### src/rtl/fusion_pkg.sv
`default_nettype none
// Shared frame geometry, destination codes and output-FSM states for the fusion output packer.
package fusion_pkg;

   localparam int IMAGE_WIDTH  = 520;
   localparam int IMAGE_HEIGHT = 520;
   localparam int IMAGE_SIZE   = IMAGE_WIDTH * IMAGE_HEIGHT;

   localparam logic DEST_AVG   = 1'b0;
   localparam logic DEST_FUSED = 1'b1;

   typedef enum logic [1:0] {
      ST_IDLE       = 2'd0,
      ST_SEND_AVG   = 2'd1,
      ST_SEND_FUSED = 2'd2
   } out_state_e;

endpackage
`default_nettype wire

### src/rtl/fusion_lane_packer.sv
`default_nettype none
// Packs one byte per accepted beat into a little-endian word; lanes above the
// current one read as zero, so a flush on a partial word is zero-padded.
module fusion_lane_packer #(
   parameter int PIXELS_PER_WORD = 4
) (
   input  logic                                 clk,
   input  logic                                 rst,
   input  logic                                 load_i,
   input  logic                                 flush_i,
   input  logic [$clog2(PIXELS_PER_WORD)-1:0]   lane_i,
   input  logic [7:0]                           byte_i,
   output logic [8*PIXELS_PER_WORD-1:0]         word_o
);

   import fusion_pkg::*;

   localparam int WORD_W = 8 * PIXELS_PER_WORD;

   logic [WORD_W-1:0] acc_q;
   logic [WORD_W-1:0] acc_d;
   logic [WORD_W-1:0] lane_byte;

   always_comb begin
      lane_byte = '0;
      lane_byte[{lane_i, 3'b000} +: 8] = byte_i;
   end

   // Upper lanes of acc_q are always zero, so OR-ing in the new byte is exact.
   assign word_o = acc_q | lane_byte;

   always_comb begin
      acc_d = acc_q;
      if (load_i) begin
         acc_d = flush_i ? '0 : word_o;
      end
   end

   always_ff @(posedge clk) begin
      if (rst) begin
         acc_q <= '0;
      end else begin
         acc_q <= acc_d;
      end
   end

endmodule
`default_nettype wire

### src/rtl/fusion_output_packer.sv
`default_nettype none
// Splits {avg, fused} pixel beats into two byte planes, packs four pixels per
// word and emits each completed word as an avg/fused pair on one AXI stream.
module fusion_output_packer #(
   parameter int IMAGE_WIDTH     = fusion_pkg::IMAGE_WIDTH,
   parameter int IMAGE_HEIGHT    = fusion_pkg::IMAGE_HEIGHT,
   parameter int PIXELS_PER_WORD = 4
) (
   input  logic        axi_clk,
   input  logic        axi_reset,
   input  logic        s_axis_valid,
   input  logic [15:0] s_axis_input,
   input  logic        s_axis_last,
   output logic        s_axis_ready,
   output logic        m_axis_valid,
   output logic [31:0] m_axis_output,
   output logic        m_axis_dest,
   output logic        m_axis_last,
   input  logic        m_axis_ready,
   output logic        frame_done,
   output logic        len_error,
   output logic [15:0] frame_count
);

   import fusion_pkg::*;

   localparam int IMG_SIZE = IMAGE_WIDTH * IMAGE_HEIGHT;
   localparam int CNT_W    = $clog2(IMG_SIZE);
   localparam int LANE_W   = $clog2(PIXELS_PER_WORD);

   localparam logic [CNT_W-1:0]  LAST_PIX  = CNT_W'(IMG_SIZE - 1);
   localparam logic [LANE_W-1:0] LAST_LANE = LANE_W'(PIXELS_PER_WORD - 1);

   out_state_e         state_q;
   out_state_e         state_d;
   logic [CNT_W-1:0]   count_q;
   logic [CNT_W-1:0]   count_d;
   logic               hold_valid_q;
   logic               hold_valid_d;
   logic               hold_last_q;
   logic               hold_last_d;
   logic [31:0]        hold_avg_q;
   logic [31:0]        hold_avg_d;
   logic [31:0]        hold_fused_q;
   logic [31:0]        hold_fused_d;
   logic               frame_done_q;
   logic               frame_done_d;
   logic               len_error_q;
   logic               len_error_d;
   logic [15:0]        frame_count_q;
   logic [15:0]        frame_count_d;

   logic [LANE_W-1:0]  byte_idx;
   logic               at_last_pix;
   logic               frame_end;
   logic               word_done;
   logic               accept;
   logic               fused_xfer;
   logic [31:0]        avg_word;
   logic [31:0]        fused_word;

   assign byte_idx    = count_q[LANE_W-1:0];
   assign at_last_pix = (count_q == LAST_PIX);
   assign frame_end   = s_axis_last | at_last_pix;
   assign word_done   = (byte_idx == LAST_LANE) | frame_end;

   // Only a word-completing beat needs the holding buffer, so only it can stall.
   assign s_axis_ready = ~axi_reset & ~(hold_valid_q & word_done);
   assign accept       = s_axis_valid & s_axis_ready;
   assign fused_xfer   = (state_q == ST_SEND_FUSED) & m_axis_ready;

   fusion_lane_packer #(
      .PIXELS_PER_WORD (PIXELS_PER_WORD)
   ) u_avg_packer (
      .clk     (axi_clk),
      .rst     (axi_reset),
      .load_i  (accept),
      .flush_i (word_done),
      .lane_i  (byte_idx),
      .byte_i  (s_axis_input[15:8]),
      .word_o  (avg_word)
   );

   fusion_lane_packer #(
      .PIXELS_PER_WORD (PIXELS_PER_WORD)
   ) u_fused_packer (
      .clk     (axi_clk),
      .rst     (axi_reset),
      .load_i  (accept),
      .flush_i (word_done),
      .lane_i  (byte_idx),
      .byte_i  (s_axis_input[7:0]),
      .word_o  (fused_word)
   );

   always_comb begin
      count_d       = count_q;
      hold_valid_d  = hold_valid_q;
      hold_last_d   = hold_last_q;
      hold_avg_d    = hold_avg_q;
      hold_fused_d  = hold_fused_q;
      len_error_d   = 1'b0;
      frame_done_d  = 1'b0;
      frame_count_d = frame_count_q;

      if (fused_xfer) begin
         hold_valid_d = 1'b0;
         if (hold_last_q) begin
            frame_done_d  = 1'b1;
            frame_count_d = frame_count_q + 16'd1;
         end
      end

      if (accept) begin
         count_d     = frame_end ? '0 : count_q + 1'b1;
         // Early end, or the final pixel arriving without its last flag.
         len_error_d = s_axis_last ^ at_last_pix;
         if (word_done) begin
            hold_valid_d = 1'b1;
            hold_last_d  = frame_end;
            hold_avg_d   = avg_word;
            hold_fused_d = fused_word;
         end
      end
   end

   always_ff @(posedge axi_clk) begin
      if (axi_reset) begin
         count_q       <= '0;
         hold_valid_q  <= 1'b0;
         hold_last_q   <= 1'b0;
         hold_avg_q    <= '0;
         hold_fused_q  <= '0;
         len_error_q   <= 1'b0;
         frame_done_q  <= 1'b0;
         frame_count_q <= '0;
      end else begin
         count_q       <= count_d;
         hold_valid_q  <= hold_valid_d;
         hold_last_q   <= hold_last_d;
         hold_avg_q    <= hold_avg_d;
         hold_fused_q  <= hold_fused_d;
         len_error_q   <= len_error_d;
         frame_done_q  <= frame_done_d;
         frame_count_q <= frame_count_d;
      end
   end

   always_ff @(posedge axi_clk) begin
      if (axi_reset) begin
         state_q <= ST_IDLE;
      end else begin
         state_q <= state_d;
      end
   end

   always_comb begin
      state_d = state_q;
      case (state_q)
         ST_IDLE: begin
            if (hold_valid_q) begin
               state_d = ST_SEND_AVG;
            end
         end
         ST_SEND_AVG: begin
            if (m_axis_ready) begin
               state_d = ST_SEND_FUSED;
            end
         end
         ST_SEND_FUSED: begin
            if (m_axis_ready) begin
               state_d = ST_IDLE;
            end
         end
         default: state_d = ST_IDLE;
      endcase
   end

   // Outputs come straight from the holding buffer, which cannot change while a word is presented.
   always_comb begin
      m_axis_valid  = 1'b0;
      m_axis_dest   = DEST_AVG;
      m_axis_last   = 1'b0;
      m_axis_output = '0;
      case (state_q)
         ST_SEND_AVG: begin
            m_axis_valid  = 1'b1;
            m_axis_dest   = DEST_AVG;
            m_axis_last   = hold_last_q;
            m_axis_output = hold_avg_q;
         end
         ST_SEND_FUSED: begin
            m_axis_valid  = 1'b1;
            m_axis_dest   = DEST_FUSED;
            m_axis_last   = hold_last_q;
            m_axis_output = hold_fused_q;
         end
         default: ;
      endcase
   end

   assign frame_done  = frame_done_q;
   assign len_error   = len_error_q;
   assign frame_count = frame_count_q;

endmodule
`default_nettype wire

### config.mk
export PLATFORM = sky130hd
export DESIGN_NAME = fusion_output_packer
export DESIGN_NICKNAME = d
export VERILOG_FILES = /design/src/rtl/fusion_pkg.sv /design/src/rtl/fusion_lane_packer.sv /design/src/rtl/fusion_output_packer.sv
export SDC_FILE = /design/constraint.sdc
export NUM_CORES = 1
export LEC_CHECK = 0
export CAP_MARGIN = 0
export CELL_PAD_IN_SITES_DETAIL_PLACEMENT = 1
export CELL_PAD_IN_SITES_GLOBAL_PLACEMENT = 2
export CORE_ASPECT_RATIO = 1.75
export CORE_MARGIN = 2
export CORE_UTILIZATION = 36
export CTS_BUF_LIST = sky130_fd_sc_hd__clkbuf_4
export DETAILED_ROUTE_END_ITERATION = 16
export GPL_ROUTABILITY_DRIVEN = 0
export PLACE_DENSITY = 0.85
export SETUP_SLACK_MARGIN = 0.3
export SLEW_MARGIN = 20
export SYNTH_ARGS = -nofsm -noshare
export SYNTH_HDL_FRONTEND = slang
export SYNTH_SLANG_ARGS = --single-unit
### constraint.sdc
create_clock -name axi_clk -period 2.7 [get_ports axi_clk]
set_input_delay 0.675 -clock axi_clk [delete_from_list [all_inputs] [get_ports axi_clk]]
set_output_delay 0.675 -clock axi_clk [all_outputs]
set_load 0.01 [all_outputs]
==> reports/metrics.cfg <==
[global_route]
grt_pass1_wl_mm=45.5
antenna_found_initial=1
grt_start_max_net_pins=53
overflow=0
grt_pass1_vias=7608
track_usage_pct=30.0

[cells_and_area]
ff_latch_area_mm2=0.00340
drive_above_1_share_pct=46.0
syn2layout_area_growth_pct=62.2
fillers=2010
postLayoutCoreUtil_pct=59.2
layout.nets=967
multi_input_comb_area_mm2=0.00452

[sta]
final.min_clock_period_ns=2.95
hold_violations=0
slew_violations=0
report.final.setup_viol=136
finalCritPeriodShare_pct=109
setup_ws_ns=-0.248
slew_headroom_pct=45.9
rsz0062_at_grt=yes
max_freq_ghz=0.339
worst_pin_slew_ns=0.809
clock_skew_ns=0.0276

[yosys]
synth_top_cell_by_area=dfxtp_1
synth_top_area_share_pct=48.5
syn_area_mm2=0.00697
synth_cell_types=50
synth.net_count=790
synthCells=758
syn_area_per_cell_um2=9.20
synth-seq-cells=169
yosysWarnings=0
yosysSeqAreaShare_pct=48.5
synth_edf_count=0
synth_top_flop_cell=dfxtp_1
netlist_top_cells_count=169 x dfxtp_1, 112 x nor2_1, 70 x nor3_1
async_reset_ff_share_pct=0
synthTopCellsByArea=dfxtp_1 49%, a211oi_1 7.1%, nor2_1 6.0%, nor3_1 5.0%, a22o_1 4.0%
synth_most_common_cell=dfxtp_1

[clock_tree]
cts_max_path_buffers=2
cts-buffers-inserted=17
cts_sinks=169
cts_htree_levels=4
clk_latency_ns=0.64
cts_tree=done
clock-root-buffer=clkbuf_4
clk_pin_slew_ns=0.15

[drt]
wl_per_cell_um=28.8
via_count=7430
antenna_left=0
drt_first_iter_violations=475
vias_per_cell=6.24
drt_wl_total_mm=34.2
first_pass_iters=5
drcViolationCount=0

[die]
rows=67
dieWidth_um=109
fp.coreArea_mm2=0.0191
die_h_um=188
io_pins=75
start_util_pct=36.5
dieArea_mm2=0.0205

[critical_path]
cp-start-kind=register
critPathTopFamily=simple AND/OR/NAND/NOR gates
worstReg2RegEnd=hold_fused_q[31]
ff2ff_setup_slack_ns=-0.23
path_class=register to output pin
crit_slowest_cell=or4_4
path_max_fanout=2
crit_buf_inv=1
worstPathRequired_ns=2.03
cp_data_arrival_time_ns=2.27
r2r-start=count_q[8]
crit_chain=or4_4, nor3_2, nand4b_1, ha_2, nand2b_4, a21oi_2, buf_2
setup.worst_path.end_class=output pin
cp_slowest_stage_delay_ns=0.53
reg2regPathDepth=15

[placed_design]
io_buffers=74
hpwl_mm=13.8

[hold_path]
whs_path_depth=2
holdPathEnd=count_q[18]
min_path_type=register to register
hold_start=count_q[18]

[run]
maxCapViolCount=0

[power]
power_density_mw_per_mm2=585
total_power_uw=6610
irDropWorstVdd_mv=0.336
leakagePower_uw=0.00400

[status]
status=complete, but fails checks
violations=setup timing

through the flow:
step | setup TNS (ns) | hold slack (ns) | area (um2) | cells | setup WS [ns]
2_1_floorplan | 0 | 0.431 | 6980 | 758 | 0.302
3_3_place_gp | -0.208 | 0.443 | 8150 | 1053 | -0.208
3_5_place_dp | -0.237 | 0.450 | 8150 | 1053 | -0.188
4_1_cts | -2.32 | 0.500 | 10400 | 1166 | -0.299
5_1_grt | -23.05 | 0.520 | 11300 | 1190 | -0.314
6_report | -14.72 | 0.499 | 11300 | 1190 | -0.248
worst max-delay path by stage:
stage                 from                        to  slack (ns)  cells after the start
6_report        count_q[8]              s_axis_ready       -0.25                      7
5_1_grt         count_q[8]              s_axis_ready       -0.31                      7
4_1_cts         count_q[8]              s_axis_ready       -0.30                      7
3_5_place_dp   s_axis_last              s_axis_ready       -0.19                      6
3_3_place_gp   s_axis_last              s_axis_ready       -0.21                      6
2_1_floorplan  count_q[10]  u_fused_packer.acc_q[16]        0.30                     12
cells in the final DEF, fill, tap and decap left out, types with 10 or more instances in the layout:
| master | instances |
|---|---|
| a22oi_2 | 32 |
| buf_4 | 39 |
| nor3_2 | 25 |
| nor2b_1 | 18 |
| buf_2 | 20 |
| a211oi_2 | 41 |
| dfxtp_1 | 161 |
| buf_6 | 57 |
| buf_12 | 25 |
| nand2_1 | 14 |
| nor2_2 | 20 |
| a31oi_1 | 16 |
| a211oi_4 | 25 |
| nor3_1 | 45 |
| clkdlybuf4s50_1 | 37 |
| xnor2_1 | 13 |
| inv_1 | 10 |
| clkbuf_4 | 17 |
| a22o_1 | 32 |
| buf_16 | 27 |
| nor2b_4 | 14 |
| nor2_1 | 88 |
| nand3_1 | 10 |
| and2_4 | 15 |
tightest hold or removal path: cells and delay by family (launching register included):
| kind | cells | cell delay (ns) |
|---|---|---|
| DFF | 1 | 0.34 |
| AOI/OAI and AO/OA | 2 | 0.13 |
routing by layer:
metal  share of wire [%]  vias to the layer above  global-route usage, %
met3                 5.5                      203                   5.25
met4                 8.9                        0                   18.2
met5                   0                        -                      0
met2                  51                      430                   53.5
li1                    -                     3091                      -
met1                  35                     3706                   32.0
report_power, final:
group | internal [uW] | switching [uW] | total, uW
logic | 1310 | 1170 | 2480
clock network | 384 | 1050 | 1440
registers | 2590 | 95.9 | 2690
kinds of logic (layout without fill, tap and decap cells):
| family | count (synthesis) | count (layout) | synth area share, % |
|---|---|---|---|
| AND/OR/NAND/NOR | 306 | 308 | 23.2 |
| AO/OA/AOI/OAI | 176 | 176 | 18.5 |
| flip-flops | 169 | 169 | 48.5 |
| buffers and inverters | 70 | 258 | 4.33 |
| XOR/XNOR | 19 | 19 | 2.39 |
| adder cells (fa/ha/maj) | 11 | 11 | 1.97 |
| multiplexers | 7 | 7 | 1.08 |
| other | 0 | 1 | 0 |
repair_timing:
action	in CTS	in global routing
hold buffers	0	0
pin swaps	150	62
setup buffers	51	22
gates resized for setup	355	164
endpoints found under the setup margin	173	178
gates cloned	30	1
final cells by class:
| type | count | area share, % |
|---|---|---|
| well taps | 241 | 2.67 |
| repair buffers | 214 | 24.6 |
| flip-flops and latches | 169 | 30.1 |
| diodes | 1 | 0.0221 |
| inverters | 12 | 0.465 |
| multi-input cells | 521 | 40.0 |
| clock buffers | 17 | 1.13 |
| clock inverters | 15 | 1.03 |
state kept, by name (all words and copies together), names as in the netlist, 2 cells and up:
register,cells
u_avg_packer.acc_q,32
state_q,2
hold_avg_q,32
hold_fused_q,32
frame_count,16
u_fused_packer.acc_q,32
count_q,19
No activity file was read; power rests on OpenSTA's default activity.
